==> src/rtl/cipher_cfg_loader.sv <==
// Serialises a {taps,state} payload LSB-first onto the cipher core's cfg_en/cfg_i scan chain.
// Optional macro CFG_READBACK_EN captures the previous chain contents from cfg_o.
module cipher_cfg_loader #(
   parameter int TAPS_W  = 32,
   parameter int STATE_W = 32,
   localparam int CHAIN_W = TAPS_W + STATE_W,
   localparam int CNT_W   = $clog2(CHAIN_W) + 1
) (
   input  logic               clk,
   input  logic               rst_n,
   input  logic               load_valid,
   output logic               load_ready,
   input  logic [TAPS_W-1:0]  load_taps,
   input  logic [STATE_W-1:0] load_state,
   input  logic               abort,
   output logic               cfg_en,
   output logic               cfg_i,
   input  logic               cfg_o,
   output logic               busy,
   output logic               done,
   output logic               aborted,
   output logic [CHAIN_W-1:0] readback,
   output logic               readback_valid
);

   typedef enum logic {IDLE, SHIFT} state_t;

   state_t             state_q, state_d;
   logic [CHAIN_W-1:0] shreg_q, shreg_d;
   logic [CNT_W-1:0]   cnt_q, cnt_d;
   logic               cfg_en_q, cfg_en_d;
   logic               cfg_i_q, cfg_i_d;
   logic               done_q, done_d;
   logic               aborted_q, aborted_d;
   logic               last_shift;

   assign last_shift = (cnt_q == CNT_W'(CHAIN_W - 1));

   always_comb begin
      state_d   = state_q;
      shreg_d   = shreg_q;
      cnt_d     = cnt_q;
      cfg_en_d  = 1'b0;
      cfg_i_d   = 1'b0;
      done_d    = 1'b0;
      aborted_d = 1'b0;
      case (state_q)
         IDLE: begin
            if (load_valid) begin
               shreg_d  = {load_taps, load_state};
               cnt_d    = '0;
               state_d  = SHIFT;
               cfg_en_d = 1'b1;
               cfg_i_d  = load_state[0];
            end
         end
         SHIFT: begin
            shreg_d = shreg_q >> 1;
            cnt_d   = cnt_q + CNT_W'(1);
            // the final bit always lands, so abort loses to completion here
            if (last_shift) begin
               state_d = IDLE;
               done_d  = 1'b1;
            end else if (abort) begin
               state_d   = IDLE;
               aborted_d = 1'b1;
            end else begin
               cfg_en_d = 1'b1;
               cfg_i_d  = shreg_q[1];
            end
         end
         default: state_d = IDLE;
      endcase
   end

   always_ff @(posedge clk or negedge rst_n) begin
      if (!rst_n) begin
         state_q   <= IDLE;
         shreg_q   <= '0;
         cnt_q     <= '0;
         cfg_en_q  <= 1'b0;
         cfg_i_q   <= 1'b0;
         done_q    <= 1'b0;
         aborted_q <= 1'b0;
      end else begin
         state_q   <= state_d;
         shreg_q   <= shreg_d;
         cnt_q     <= cnt_d;
         cfg_en_q  <= cfg_en_d;
         cfg_i_q   <= cfg_i_d;
         done_q    <= done_d;
         aborted_q <= aborted_d;
      end
   end

   assign load_ready = rst_n & (state_q == IDLE);
   assign busy       = (state_q == SHIFT);
   assign cfg_en     = cfg_en_q;
   assign cfg_i      = cfg_i_q;
   assign done       = done_q;
   assign aborted    = aborted_q;

`ifdef CFG_READBACK_EN
   logic [CHAIN_W-1:0] rbreg_q, rbreg_d;
   logic [CHAIN_W-1:0] readback_q, readback_d;
   logic               rbv_q, rbv_d;

   // old chain bits fall out of cfg_o in the same order the new ones go in
   always_comb begin
      rbreg_d    = rbreg_q;
      readback_d = readback_q;
      rbv_d      = 1'b0;
      if (state_q == SHIFT) begin
         rbreg_d = {cfg_o, rbreg_q[CHAIN_W-1:1]};
         if (last_shift) begin
            readback_d = rbreg_d;
            rbv_d      = 1'b1;
         end
      end
   end

   always_ff @(posedge clk or negedge rst_n) begin
      if (!rst_n) begin
         rbreg_q    <= '0;
         readback_q <= '0;
         rbv_q      <= 1'b0;
      end else begin
         rbreg_q    <= rbreg_d;
         readback_q <= readback_d;
         rbv_q      <= rbv_d;
      end
   end

   assign readback       = readback_q;
   assign readback_valid = rbv_q;
`else
   logic unused_cfg_o;
   assign unused_cfg_o   = cfg_o;
   assign readback       = '0;
   assign readback_valid = 1'b0;
`endif

endmodule
==> config.mk <==
export PLATFORM = sky130hd
export DESIGN_NAME = cipher_cfg_loader
export DESIGN_NICKNAME = d
export VERILOG_FILES = /design/src/rtl/cipher_cfg_loader.sv
export SDC_FILE = /design/constraint.sdc
export NUM_CORES = 1
export LEC_CHECK = 0
export CAP_MARGIN = 20
export CORE_ASPECT_RATIO = 1.2
export CORE_MARGIN = 3
export CORE_UTILIZATION = 41
export CTS_CLUSTER_SIZE = 20
export DETAILED_ROUTE_END_ITERATION = 10
export GPL_TIMING_DRIVEN = 0
export HOLD_SLACK_MARGIN = 0.08
export PLACE_DENSITY = 0.77
export SYNTH_ARGS = -nofsm -noshare
export SYNTH_HDL_FRONTEND = slang
export SYNTH_SLANG_ARGS = --single-unit
==> constraint.sdc <==
create_clock -name clk -period 1.14 [get_ports clk]
set_input_delay 0.285 -clock clk [delete_from_list [all_inputs] [get_ports clk]]
set_output_delay 0.285 -clock clk [all_outputs]
set_load 0.02 [all_outputs]
==> flow_summary.ini <==
[synthesis]
synth_cell_types = 29
yosysTopAreaCellShare_pct = 47.4
seq_area_frac_synth_pct = 47.4
avgSynthCellArea_sq_um = 10.1
netlist_instances = 388
synthTopCellsByArea = dfrtp_1 47%, mux2i_1 16%, buf_4 14%, nand2_1 6.3%, o21ai_0 6.0%
netlist_area_sq_um = 3910
synth_largest_area_cell = dfrtp_1
ys_warn_count = 0
synth-seq-cells = 74

[critical_path]
critPathMaxStageDelay_ns = 0.42
path_max_fanout = 2
crit_start = cfg_en
crit_slowest_cell = dfrtp_2
worstSetupEndpointType = primary output
cp_common_cell = buf_6
start_kind = register
critical_path.top_delay_family = flip-flops
r2r_start = cfg_en
critical_path_arrival_ns = 1.21
worst-path-buf-inv = 3
cp.required_ns = 0.85
path_cells = buf_6 -> buf_8 -> nor2b_4 -> buf_6
criticalPathCategory = reg -> out

[clock_network]
clkSlewWorstSetupHoldPaths_ns = 0.08
cts_sinks = 74
ctsHtreeMaxLevel = 3
clk_latency_ns = 0.34
root_buffer = clkbuf_8
ctsLongestPathBuffers = 2
cts_tree = done
cts_buffers = 9

[floorplanning]
core-area_sq_um = 9180
fp.dieW_microns = 95.1
ios = 140
start_util_pct = 42.6
die_y_microns = 113
row_count = 38
die_area_sq_um = 10700

[layout]
mostFrequentLayoutCell = buf_4
final_nets = 616
finalInstanceArea_sq_um = 5580
utilization_pct = 60.8
syn2layout_area_growth_pct = 42.8
mostFrequentLayoutCells = 78 x buf_4, 73 x dfrtp_1, 65 x nand2_1, 65 x conb_1, 65 x clkdlybuf4s50_1
n_fill_cell = 797
drive_above_1_share_pct = 24.0
antenna_cells = 0

[status]
status = finished, violations left
violations = hold timing, setup timing

[global_routing]
grtUsageTotal_pct = 15.8
antenna_found_initial = 0
grt_pass1_vias = 2834
grt_pass1_wl_microns = 13400
grt_max_degree = 42
grt-ovfl-total = 0

[detailed_routing]
drc = 0
avgViaCountPerCell = 4.40
wl_met2_microns = 4120
drt-pass1-iter-count = 4
ant_nets = 0
wl_met1_microns = 3580
wl_met3_microns = 518
vias = 2950
routed_wl_microns = 8310
wl_per_cell_microns = 12.4
drtIter0Drc = 129
dr.max_layer_used = met4

[placement]
port_buffers = 72
dp_hpwl_microns = 5890
place_congestion = 0.700
placed_cell_area_sq_um = 5060
dp_slack_ns = -0.954

[power]
irDropWorstVdd_v = 0.000718
p_total_w = 0.00863
power.density_nw_per_um2 = 1550
p_leak_nw = 2.79

[timing]
fmax_mhz = 671
fin_skew_ns = 0.00727
setup_violations = 69
rsz0062_at_grt = yes
setup_ws_ns = -0.350
min_period_over_period_pct = 131
hold_ws_ns = -0.199
hold_violations = 34
slew_violations = 0
min_period_ns = 1.49

[hold_path]
hold_path_class = in -> async

[job]
max_cap_violations = 0
==> worst paths after layout <==
| check | to | slack (ns) | cells after the start |
|---|---|---|---|
| max | load_ready | -0.35 | 4 |
| min reg2reg | shreg_q[46] | 0.49 | 2 |
| min in group clk | cfg_en | 0.45 | 4 |
| max in group asynchronous | shreg_q[61] | 0.85 | 2 |
| max reg2reg | shreg_q[30] | -0.21 | 6 |
| min | shreg_q[33] | -0.20 | 1 |
==> sequential cells by signal, indices dropped and copies added, names as in the netlist <==
signal and cells:
aborted 1, cfg_en 1, cfg_i 1, cnt_q 7, done 1, shreg_q 63
==> Yosys cell counts <==
master,count
nand2_2,1
nor2_1,2
mux2i_1,64
a21o_1,1
buf_6,3
xor2_1,1
nor3_1,1
a31o_1,1
nand2_1,66
clkbuf_1,6
buf_4,72
nand4_1,1
buf_2,8
o211ai_1,1
nand2b_1,4
inv_1,2
dfrtp_1,74
a311o_1,1
o21ai_1,19
conb_1,1
nor2b_1,1
nor4b_2,1
ha_1,1
nor3b_1,2
xnor2_1,1
o31ai_1,2
o21ai_0,47
o32ai_1,1
nand3_1,3
==> cell families after synthesis <==
family | Yosys count | synth area share (%)
other cells | 1 | 0.0960
flops | 74 | 47.4
buf+inv | 91 | 16.5
mux | 64 | 16.4
compound gates | 73 | 9.93
simple gates | 82 | 8.93
xor+xnor | 2 | 0.448
fa+ha+maj | 1 | 0.320
==> report_power, final <==
| part | total, W | internal (W) | switching [W] |
|---|---|---|---|
| Clock | 0.00252 | 0.00158 | 0.000943 |
| Combinational | 0.00239 | 0.00126 | 0.00113 |
| Sequential | 0.00371 | 0.00329 | 0.000417 |
==> through the flow <==
stage | cells | setup TNS [ns]
finish | 671 | -6.35
global route | 671 | -9.77
CTS | 670 | -6.40
detailed placement | 645 | -6.35
global placement | 644 | -211.61
floorplan | 452 | -0.165
==> metal layers <==
layer / track usage [%] / vias up
met5: 0 / -
met4: 4.91 / 0
met3: 2.66 / 8
met2: 26.0 / 90
met1: 21.1 / 1364
li1: - / 1488
==> cell type report <==
class | count | area (sq um) | share of cell area (%)
plain buffers | 89 | 744 | 13.3
clock buffers | 12 | 155 | 2.78
clock inverters | 4 | 97.6 | 1.75
inverters | 2 | 7.51 | 0.134
multi-input cells | 287 | 1710 | 30.6
flip-flops and latches | 74 | 1850 | 33.2
well taps | 120 | 150 | 2.69
repair buffers | 83 | 868 | 15.6
==> what timing repair did <==
action | CTS | global route
endpoints found under the setup margin | 68 | 79
gates cloned | 3 | 0
gates resized for setup | 79 | 29
buffers inserted | 6 | 1
hold endpoints to repair | 34 | 34
pin swaps | 4 | 1
Power figures use the tool's default switching activity.
==> variant 1, RTL diff (same settings) <==
Take the reset off `shreg_q` and load it in a clocked block of its own.
--- a/src/rtl/cipher_cfg_loader.sv
+++ b/src/rtl/cipher_cfg_loader.sv
@@ -77,5 +77,4 @@
       if (!rst_n) begin
          state_q   <= IDLE;
-         shreg_q   <= '0;
          cnt_q     <= '0;
          cfg_en_q  <= 1'b0;
@@ -85,5 +84,4 @@
       end else begin
          state_q   <= state_d;
-         shreg_q   <= shreg_d;
          cnt_q     <= cnt_d;
          cfg_en_q  <= cfg_en_d;
@@ -92,4 +90,8 @@
          aborted_q <= aborted_d;
       end
+   end
+
+   always_ff @(posedge clk) begin
+      shreg_q <= shreg_d;
    end
 
Function: same outputs for any inputs over 10 cycles, from zero or initial values and one cycle with rst_n low; that may be too few to reach the edited logic, so the function may still have changed.
==> variant 1 against the original RTL <==
The flow finishes with violations (setup timing). Non-clock buffer count is 5 lower. Worst setup slack worse by 0.13 ns. Utilization is 2.9 points higher. First-iteration DRC count is 28% lower. Wire length is 6.2% lower. Via count is 20% lower. Combinational power is 5% lower. Clock power is 12% lower. Die area is 5.9% lower. Total power is 3.7% lower. Sequential cell count stayed put. Synthesized area is 6.3% lower. Register-to-register slack worse by 0.21 ns. Design area is 1.1% lower. Largest cell class unchanged.
==> variant 1: results <==
set metrics [dict create \
    status "complete, but fails checks" \
    violations "setup timing" \
    synthMuxAreaShare_pct 19.3 \
    grt_pass1_vias 2277 \
    setup_viol 140 \
    grt_pass1_wl_mm 11.2 \
    hpwl_mm 4.55 \
    synthTopCellsByCount "buf_4, edfxtp_1, mux2_2, dfrtp_1, buf_2" \
    cp-endpoint "cfg_en" \
    async_flop_share_pct 14.9 \
    synthTopCellsByArea "edfxtp_1, mux2_2, buf_4" \
    n_fill_cell 667 \
    vdd.ir_drop.worst_mv 0.702 \
    syn_area_per_cell_um2 14.5 \
    routedWlPerCell_um 14.2 \
    synth_edf_count 63 \
    p_leak_nw 2.36 \
    fin_setup_tns_ns -48.07 \
    synth_compound_area_share_pct 1.78 \
    rrSetupSlack_ns -0.42 \
    drive_gt1_share_pct 47.1 \
    synth_xor_area_share_pct 0.478 \
    instances_no_fill 548 \
    slew_headroom_pct 46.1 \
    setup_ws_ns -0.475 \
    r2r-end "shreg_q[3]$_DFFE_PP_" \
    yosysSeqAreaShare_pct 59.2 \
    synthFlopType "edfxtp_1" \
    synthAdderAreaFrac_pct 0.342 \
    drtIter0Drc 93 \
    placed_area_um2 4800 \
    place_ws_ns -1.06 \
    grtUsageTotal_pct 14.5 \
    dp_cells 506 \
    gp_congestion 0.756 \
]
-- variant 1: cell types whose count changed after synthesis, sizes merged, moves of 2 or more --
cell | unedited run | this run
nand2 | 67 | 5
mux2i | 64 | 1
mux2 | 0 | 62
o21ai | 66 | 4
nand3 | 3 | 5
clkbuf | 6 | 0
edfxtp | 0 | 63
buf | 83 | 75
dfrtp | 74 | 11
-- variant 1: power by group --
group          internal (mW)  total, mW  switching, mW  leakage [nW]
registers               3.59       3.83          0.236         0.782
logic                   1.36       2.27          0.915          1.47
clock network           1.23       2.21          0.979         0.105
total                   6.17       8.30           2.13          2.36
-- variant 1: timing repair --
action,4_1_cts,5_1_grt
buffers inserted,12,4
gates cloned,7,3
setup endpoints to repair,140,143
resized for setup,68,39
pin swaps,1,4
hold endpoints to repair,11,11
-- variant 1: worst max-delay path, cell delays in order (launching register included) --
cell	delay (ns)
dfrtp_2	0.41
buf_4	0.14
buf_4	0.12
buf_6	0.10
buf_6	0.10
buf_6	0.12
-- variant 1: layout make-up --
cell class | instances | area (µm²) | share of cell area, %
Multi-Input combinational cell | 172 | 1340 | 24.3
Timing Repair Buffer | 92 | 992 | 18.0
Inverter | 2 | 7.51 | 0.136
Sequential cell | 74 | 2170 | 39.3
Clock buffer | 9 | 124 | 2.24
Tap cell | 117 | 146 | 2.65
Buffer | 75 | 646 | 11.7
Clock inverter | 7 | 93.8 | 1.70
-- variant 1: per-layer routing --
layer,vias to the layer above,track usage (%),share of wire [%]
met1,1108,18.0,41
met5,-,0,0
met3,2,4.59,7.6
met4,0,3.50,0.051
li1,1138,-,-
met2,110,24.9,51
==> variant 2, RTL diff (same settings) <==
Made on the original files. The option `CFG_READBACK_EN` is turned on by a define.
--- a/src/rtl/cipher_cfg_loader.sv
+++ b/src/rtl/cipher_cfg_loader.sv
@@ -1,4 +1,6 @@
 // Serialises a {taps,state} payload LSB-first onto the cipher core's cfg_en/cfg_i scan chain.
 // Optional macro CFG_READBACK_EN captures the previous chain contents from cfg_o.
+`define CFG_READBACK_EN
+
 module cipher_cfg_loader #(
    parameter int TAPS_W  = 32,
Check against the original RTL: same outputs for any inputs over 10 cycles, from zero or initial values and one cycle with rst_n low; that may be too few to reach the edited logic, so the function may still have changed.
==> variant 2 against the original RTL <==
Via count grew 87%. Count of clock-buffer cells in the layout increased by 15. Design area up 130%. Global-route usage increased by 0.37 points. Highest routed layer unchanged. Register-to-register slack worse by 0.35 ns. Total power grew 140%. Sequential power increased to 2.5 times the old value. Worst setup slack got worse by 0.22 ns. Sequential cell count grew 127. Utilization up 4.0 points. Worst hold slack worse by 0.12 ns. Critical path depth unchanged. Largest power group unchanged. Wire length increased by 140%. Synthesized area is 110% higher. The run still ends with hold timing, setup timing left.
==> variant 2: results <==
set metrics [dict create \
    status "complete, but fails checks" \
    violations "hold timing, setup timing" \
    grt_max_degree 116 \
    wl_met3_mm 1.01 \
    synthTopCellsByArea "dfrtp_1, mux2_2, mux2_4" \
    cp.arrival_ns 1.42 \
    timing.hold.ws_ns -0.316 \
    root_buffer "clkbuf_16" \
    synthMuxAreaShare_pct 27.0 \
    synth_compound_area_share_pct 4.46 \
    place_ws_ns -1.47 \
    gp_congestion 0.728 \
    instances_no_fill 1112 \
    insertion_delay_ns 0.50 \
    dp_cells 994 \
    use_met2_pct 27.0 \
    placed_area_um2 10300 \
    synthTopCellsByCount "dfrtp_1, mux2_2, o21ai_0, nand2_1, mux2i_1" \
    synth_xor_area_share_pct 0.210 \
    grt_pass1_wl_mm 28.9 \
    drive_gt1_share_pct 54.4 \
    vdd.ir_drop.worst_mv 1.01 \
    drtIter0Drc 171 \
    grtUsageMet3_pct 3.71 \
    yosys.cell_types.count 31 \
    p_sw_share_pct 26.9 \
    p_leak_nw 6.30 \
    avgViaCountPerCell 4.97 \
    setup_ws_ns -0.568 \
    hold_violations 157 \
    grtUsageTotal_pct 16.1 \
    cts.clk_slew.worst_paths_ns 0.06 \
    clock_path_buffers 3 \
    numPortBuffers 138 \
    worstPathMaxFanout 4 \
    setup_viol 271 \
    cts_buffers 21 \
]
==> variant 2: worst max path at each step <==
stage	from	end	depth (start not counted)
after floorplan	cnt_q[0]$_DFFE_PN0P_	readback[14]$_DFFE_PN0P_	6
after global placement	rst_n	cfg_en$_DFF_PN0_	1
after detailed placement	rst_n	load_ready	4
after CTS	cfg_en$_DFF_PN0_	load_ready	4
after global routing	cfg_en$_DFF_PN0_	readback[56]$_DFFE_PN0P_	6
final	cfg_en$_DFF_PN0_	cfg_en	4
==> variant 2: area by class of cell <==
| type | instances | area (µm²) |
|---|---|---|
| Sequential cell | 201 | 5030 |
| Timing Repair Buffer | 223 | 2530 |
| Clock buffer | 27 | 588 |
| Buffer | 38 | 526 |
| Clock inverter | 8 | 123 |
| Fill cell | 1439 | 6960 |
| Tap cell | 261 | 327 |
| Multi-Input combinational cell | 352 | 3660 |
| Inverter | 2 | 7.51 |
